===== src/rtl/rb_cmd_rx.sv =====
// Byte-stream command receiver: parses framed write commands and drives the
// 4x16-bit register bank write port (bursts of 1-4 words, wrapping address).
module rb_cmd_rx #(
    parameter int unsigned TIMEOUT = 16
) (
    input  logic        clk_reg,
    input  logic        rst,
    input  logic [7:0]  in_data,
    input  logic        in_valid,
    output logic        in_ready,
    output logic [1:0]  addr,
    output logic [15:0] data_in,
    output logic        valid_reg,
    output logic        busy,
    output logic        frame_done,
    output logic [7:0]  err_cnt
);

    localparam int unsigned CW       = (TIMEOUT < 2) ? 1 : $clog2(TIMEOUT);
    localparam int unsigned IDLE_MAX = (TIMEOUT == 0) ? 0 : TIMEOUT - 1;
    localparam logic [3:0]  SYNC     = 4'hA;

    typedef enum logic [1:0] {
        S_IDLE = 2'd0,
        S_HI   = 2'd1,
        S_LO   = 2'd2
    } state_t;

    state_t          state;
    logic [1:0]      rem;
    logic [1:0]      waddr;
    logic [7:0]      hi;
    logic [CW-1:0]   idle_cnt;
    logic            accept;
    logic            timeout_hit;
    logic [7:0]      err_inc;

    assign accept      = in_valid && in_ready;
    assign timeout_hit = (TIMEOUT != 0) && (idle_cnt == CW'(IDLE_MAX));
    assign err_inc     = (err_cnt == 8'hFF) ? err_cnt : err_cnt + 8'd1;

    // Frame parser; rem holds the number of words still to come after the current one.
    always_ff @(posedge clk_reg or posedge rst) begin
        if (rst) begin
            state      <= S_IDLE;
            in_ready   <= 1'b0;
            addr       <= 2'd0;
            data_in    <= 16'd0;
            valid_reg  <= 1'b0;
            busy       <= 1'b0;
            frame_done <= 1'b0;
            err_cnt    <= 8'd0;
            rem        <= 2'd0;
            waddr      <= 2'd0;
            hi         <= 8'd0;
            idle_cnt   <= '0;
        end else begin
            in_ready   <= 1'b1;
            valid_reg  <= 1'b0;
            frame_done <= 1'b0;
            case (state)
                S_IDLE: begin
                    idle_cnt <= '0;
                    if (accept) begin
                        if (in_data[7:4] == SYNC) begin
                            waddr <= in_data[1:0];
                            rem   <= in_data[3:2];
                            state <= S_HI;
                            busy  <= 1'b1;
                        end else begin
                            err_cnt <= err_inc;
                        end
                    end
                end
                S_HI, S_LO: begin
                    if (accept) begin
                        idle_cnt <= '0;
                        if (state == S_HI) begin
                            hi    <= in_data;
                            state <= S_LO;
                        end else begin
                            valid_reg <= 1'b1;
                            addr      <= waddr;
                            data_in   <= {hi, in_data};
                            waddr     <= waddr + 2'd1;
                            if (rem == 2'd0) begin
                                frame_done <= 1'b1;
                                busy       <= 1'b0;
                                state      <= S_IDLE;
                            end else begin
                                rem   <= rem - 2'd1;
                                state <= S_HI;
                            end
                        end
                    end else if (timeout_hit) begin
                        // Stalled frame: drop any partial word, keep words already written.
                        idle_cnt <= '0;
                        busy     <= 1'b0;
                        state    <= S_IDLE;
                        err_cnt  <= err_inc;
                    end else if (TIMEOUT != 0) begin
                        idle_cnt <= idle_cnt + CW'(1);
                    end
                end
                default: begin
                    state <= S_IDLE;
                    busy  <= 1'b0;
                end
            endcase
        end
    end

endmodule

===== config.mk =====
export PLATFORM = sky130hd
export DESIGN_NAME = rb_cmd_rx
export DESIGN_NICKNAME = d
export VERILOG_FILES = /design/src/rtl/rb_cmd_rx.sv
export SDC_FILE = /design/constraint.sdc
export NUM_CORES = 1
export LEC_CHECK = 0
export BUFFER_PORTS_ARGS = -buffer_cell sky130_fd_sc_hd__buf_4
export CORE_AREA = 4 4 66 68
export DETAILED_ROUTE_END_ITERATION = 16
export DIE_AREA = 0 0 70 72
export PLACE_DENSITY = 0.82
export RECOVER_POWER = 100
export SYNTH_ARGS = -nofsm -noshare
export SYNTH_HDL_FRONTEND = slang
export SYNTH_SLANG_ARGS = --single-unit

===== constraint.sdc =====
create_clock -name clk_reg -period 5.01 [get_ports clk_reg]
set_input_delay 0.501 -clock clk_reg [delete_from_list [all_inputs] [get_ports clk_reg]]
set_output_delay 0.501 -clock clk_reg [all_outputs]
set_load 0.05 [all_outputs]

==> metrics.txt <==
# TYPE chip_impl_metric gauge
chip_impl_metric{name="timing.final.hold_violations",unit=""} 0
chip_impl_metric{name="crit_path_max_fanout",unit=""} 22
chip_impl_info{name="synth_top_family_by_area",value="simple AND/OR/NAND/NOR gates"} 1
chip_impl_metric{name="post_synth_xor_area_fraction",unit=""} 0.0281
chip_impl_metric{name="synthDistinctLibCells",unit=""} 39
chip_impl_metric{name="post-route-period-util",unit=""} 0.562
chip_impl_info{name="outcome",value="complete, but fails checks"} 1
chip_impl_metric{name="cp.arrival",unit="ps"} 3000
chip_impl_metric{name="setup-violations-final",unit=""} 0
chip_impl_metric{name="ys.warnings.count",unit=""} 0
chip_impl_metric{name="cts-buffers-inserted",unit=""} 5
chip_impl_metric{name="comb_power_share",unit=""} 0.480
chip_impl_metric{name="grt_pass1_vias",unit=""} 1553
chip_impl_metric{name="synthesis.area_per_instance",unit="um2"} 10.2
chip_impl_metric{name="timing.reg2reg.setup_slack",unit="ps"} 2190
chip_impl_metric{name="die_span_x",unit="um"} 70
chip_impl_metric{name="ys_seq_elements",unit=""} 48
chip_impl_metric{name="wire_length_of_the_first_global_routing_pass",unit="mm"} 7.07
chip_impl_metric{name="p_switching",unit="uW"} 855
chip_impl_info{name="crit_start",value="state[0]"} 1
chip_impl_info{name="grt_setup_unrepaired",value="false"} 1
chip_impl_info{name="critical_path.reg2reg.endpoint",value="data_in[4]"} 1
chip_impl_info{name="synth_top_flop_cell",value="dfrtp_1"} 1
chip_impl_info{name="grt-busiest-layer",value="met2"} 1
chip_impl_info{name="synth_top_cell_by_area",value="dfrtp_1"} 1
chip_impl_metric{name="worst_r2r_path_depth",unit=""} 6
chip_impl_metric{name="synthCells",unit=""} 214
chip_impl_metric{name="clock_latency",unit="ps"} 290
chip_impl_metric{name="synth.yosys.seq_area_share",unit=""} 0.551
chip_impl_metric{name="power.static_leakage",unit="nW"} 1.20
chip_impl_metric{name="core-area",unit="mm2"} 0.00386
chip_impl_info{name="rr_startpoint",value="state[0]"} 1
chip_impl_metric{name="detailedRoute.firstPassIterationCount",unit=""} 6
chip_impl_metric{name="cts-root-to-sink-buffers",unit=""} 2
chip_impl_metric{name="synth_enable_flop_cells",unit=""} 0
chip_impl_metric{name="drive_gt1_frac",unit=""} 0.107
chip_impl_metric{name="grt_start_max_net_pins",unit=""} 49
chip_impl_metric{name="antenna_violations_before_repair",unit=""} 0
chip_impl_metric{name="timing_worst_slew_pin_value",unit="ps"} 1730
chip_impl_info{name="worstHoldPathType",value="in -> reg"} 1
chip_impl_metric{name="wire_length_per_cell",unit="um"} 13.6
chip_impl_info{name="failed_checks",value="capacitance limit, slew limit"} 1
chip_impl_info{name="largest_registers",value="data_in: 16 flops, err_cnt: 8 flops, hi: 8 flops"} 1
chip_impl_info{name="cts-root-buf",value="clkbuf_8"} 1
chip_impl_info{name="biggest_register",value="data_in"} 1
chip_impl_metric{name="grt.met2_usage",unit=""} 0.313
chip_impl_metric{name="num_vias",unit=""} 1580
chip_impl_metric{name="power_frac_clock",unit=""} 0.149
chip_impl_metric{name="max_freq",unit="MHz"} 355
chip_impl_metric{name="compound_cell_area_share_of_the_yosys_netlist",unit=""} 0.0821
chip_impl_metric{name="global_route.usage.met3",unit=""} 0.0429
chip_impl_metric{name="endpoint_required_time_on_the_critical_path",unit="ps"} 5190
chip_impl_metric{name="cap_viol_max_count",unit=""} 1
chip_impl_metric{name="initialDrtViolationCount",unit=""} 56
chip_impl_metric{name="clk_pin_slew_worst_paths",unit="ps"} 80
chip_impl_metric{name="finalPower",unit="mW"} 1.76
chip_impl_metric{name="number_of_flip_flops_under_the_largest_register_name",unit=""} 16
chip_impl_metric{name="tritoncts_num_sinks",unit=""} 48
chip_impl_metric{name="port_buf_inserts",unit=""} 40
chip_impl_metric{name="syn2layout_area_growth",unit="%"} 12.4
chip_impl_metric{name="sw_frac_of_total",unit=""} 0.485
chip_impl_metric{name="finalWirelength",unit="mm"} 4.10
chip_impl_metric{name="setup_total_negative_slack",unit="ps"} 0
chip_impl_metric{name="detailedPlace.worstSlack",unit="ps"} 2180
chip_impl_metric{name="vdd.ir_drop.worst",unit="mV"} 0.356
chip_impl_info{name="worst_setup_path_end_kind",value="flip-flop"} 1
chip_impl_metric{name="power-per-cell-area",unit="mW/mm2"} 719
chip_impl_metric{name="final_core_utilization",unit=""} 0.635
chip_impl_metric{name="drt.antenna.violating_nets",unit=""} 0
chip_impl_metric{name="multiplexer_area_fraction_after_synthesis",unit=""} 0.0482
chip_impl_info{name="critPathCapture",value="data_in[4]"} 1
chip_impl_metric{name="row_count",unit=""} 23
chip_impl_metric{name="die-height",unit="um"} 72
chip_impl_metric{name="post_synth_and_or_nand_nor_area_fraction",unit=""} 0.197
chip_impl_metric{name="slew_limit_headroom",unit=""} -0.155
chip_impl_metric{name="cts_htree_levels",unit=""} 2
chip_impl_metric{name="worst_clock_skew",unit="ps"} 7.11
chip_impl_metric{name="maxSlewViolCount",unit=""} 49
chip_impl_metric{name="period_minus_slack",unit="ps"} 2820
chip_impl_metric{name="synth-async-reset-ratio",unit=""} 1.00
chip_impl_info{name="tritoncts",value="done"} 1
chip_impl_metric{name="place_hpwl",unit="mm"} 3.01
chip_impl_metric{name="number_of_gates_resized_after_cts",unit=""} 0
chip_impl_info{name="setup.worst_path.class",value="reg -> reg"} 1
chip_impl_metric{name="initial_core_util",unit=""} 0.565
chip_impl_metric{name="cts-hold-fix-buffers",unit=""} 0
chip_impl_metric{name="cts.repair_timing.setup_buffer_count",unit=""} 0
chip_impl_metric{name="timing.final.ws_setup",unit="ps"} 2190
chip_impl_metric{name="antenna-diode-count",unit=""} 0
chip_impl_metric{name="fp.dieArea",unit="mm2"} 0.00504
chip_impl_metric{name="gr-usage-all-layers",unit=""} 0.174
chip_impl_metric{name="power_report.internal_total",unit="uW"} 907
chip_impl_metric{name="design.portCount",unit=""} 41
chip_impl_info{name="cp-start-kind",value="flip-flop"} 1
chip_impl_metric{name="netlist_area",unit="mm2"} 0.00218
chip_impl_metric{name="worstHoldPathCells",unit=""} 3
chip_impl_metric{name="avgViaCountPerCell",unit=""} 5.23
chip_impl_metric{name="use_met1",unit=""} 0.211
chip_impl_metric{name="net_count_after_synthesis",unit=""} 233
chip_impl_metric{name="final_nets",unit=""} 272
chip_impl_metric{name="remaining_drc_errors",unit=""} 0
chip_impl_info{name="synth.top_cells.by_area",value="dfrtp_1, nand2_1, ha_1"} 1
chip_impl_metric{name="synth_adder_area_share",unit=""} 0.0459
chip_impl_metric{name="globalplace.congestion",unit=""} 0.776
chip_impl_metric{name="grt-ovfl-total",unit=""} 0
chip_impl_metric{name="power_frac_seq",unit=""} 0.371
chip_impl_metric{name="synth_top_area_frac",unit=""} 0.551
layout make-up:
type	count	area (um2)
Clock buffer	5	68.8
Clock inverter	1	30.0
Fill cell	339	1410
Multi-Input combinational cell	149	866
Sequential cell	48	1200
Tap cell	50	62.6
Timing Repair Buffer	40	188
Inverter	9	33.8
logic make-up after synthesis:
logic type	Yosys count
AOI/OAI and AO/OA	26
xor gates and xnor gates	7
adders and majority gates	8
buffers and inverters	17
DFF	48
muxes	9
other	1
and+or+nand+nor	98
cell usage after synthesis (2+ instances only):
master and count:
mux2_2 8, nand3_1 6, clkbuf_1 2, o31ai_1 3
nor2_1 12, a21oi_1 2, buf_2 2, ha_1 8
o21ai_1 2, xnor2_1 6, o211ai_1 2, inv_1 8
a31oi_1 2, and3_1 2, nand4_1 4, buf_6 3
o21ai_0 7, nand2_1 66, nor2b_1 2, dfrtp_1 48
cells in the final DEF (no fill, tap or decap), types with 6 or more instances in the layout:
cell / n
o21ai_0: 9
nand2_1: 66
mux2_2: 8
xnor2_1: 6
clkbuf_1: 30
nand3_1: 7
dfrtp_1: 48
nor2_1: 12
buf_4: 9
ha_1: 8
inv_1: 8
metrics by stage:
step           area [um2]  hold WS [ps]  cells
2_1_floorplan        2180           433    214
3_3_place_gp         2480           444    296
3_5_place_dp         2480           454    296
4_1_cts              2580           409    302
5_1_grt              2450           413    302
6_report             2450           418    302
per-layer routing:
layer | vias up | wire, um
met1 | 762 | 1840
met4 | 0 | 45
met2 | 32 | 2040
li1 | 780 | -
met3 | 6 | 174
met5 | - | 0
critical path: stages, from the launching register on:
cell,delay (ps)
dfrtp_1,400
inv_1,80
ha_1,510
nand3_1,740
clkinv_1,660
nand2_1,230
nand2_1,70
worst min-delay path by stage:
| stage | start | end |
|---|---|---|
| 2_1_floorplan | hi[2] | data_in[10] |
| 3_3_place_gp | hi[4] | data_in[12] |
| 3_5_place_dp | hi[3] | data_in[11] |
| 4_1_cts | in_data[7] | data_in[7] |
| 5_1_grt | in_data[6] | data_in[6] |
| 6_report | in_data[7] | data_in[7] |
power groups by stage:
stage          clock network, mW  registers (mW)  logic (mW)
2_1_floorplan                  0           0.970       0.407
3_3_place_gp                   0           0.659       0.925
3_5_place_dp                   0           0.661       0.953
4_1_cts                    0.271           0.657       0.956
5_1_grt                    0.285           0.673       0.921
6_report                   0.263           0.653       0.845
No activity file was read; power rests on OpenSTA's default activity.
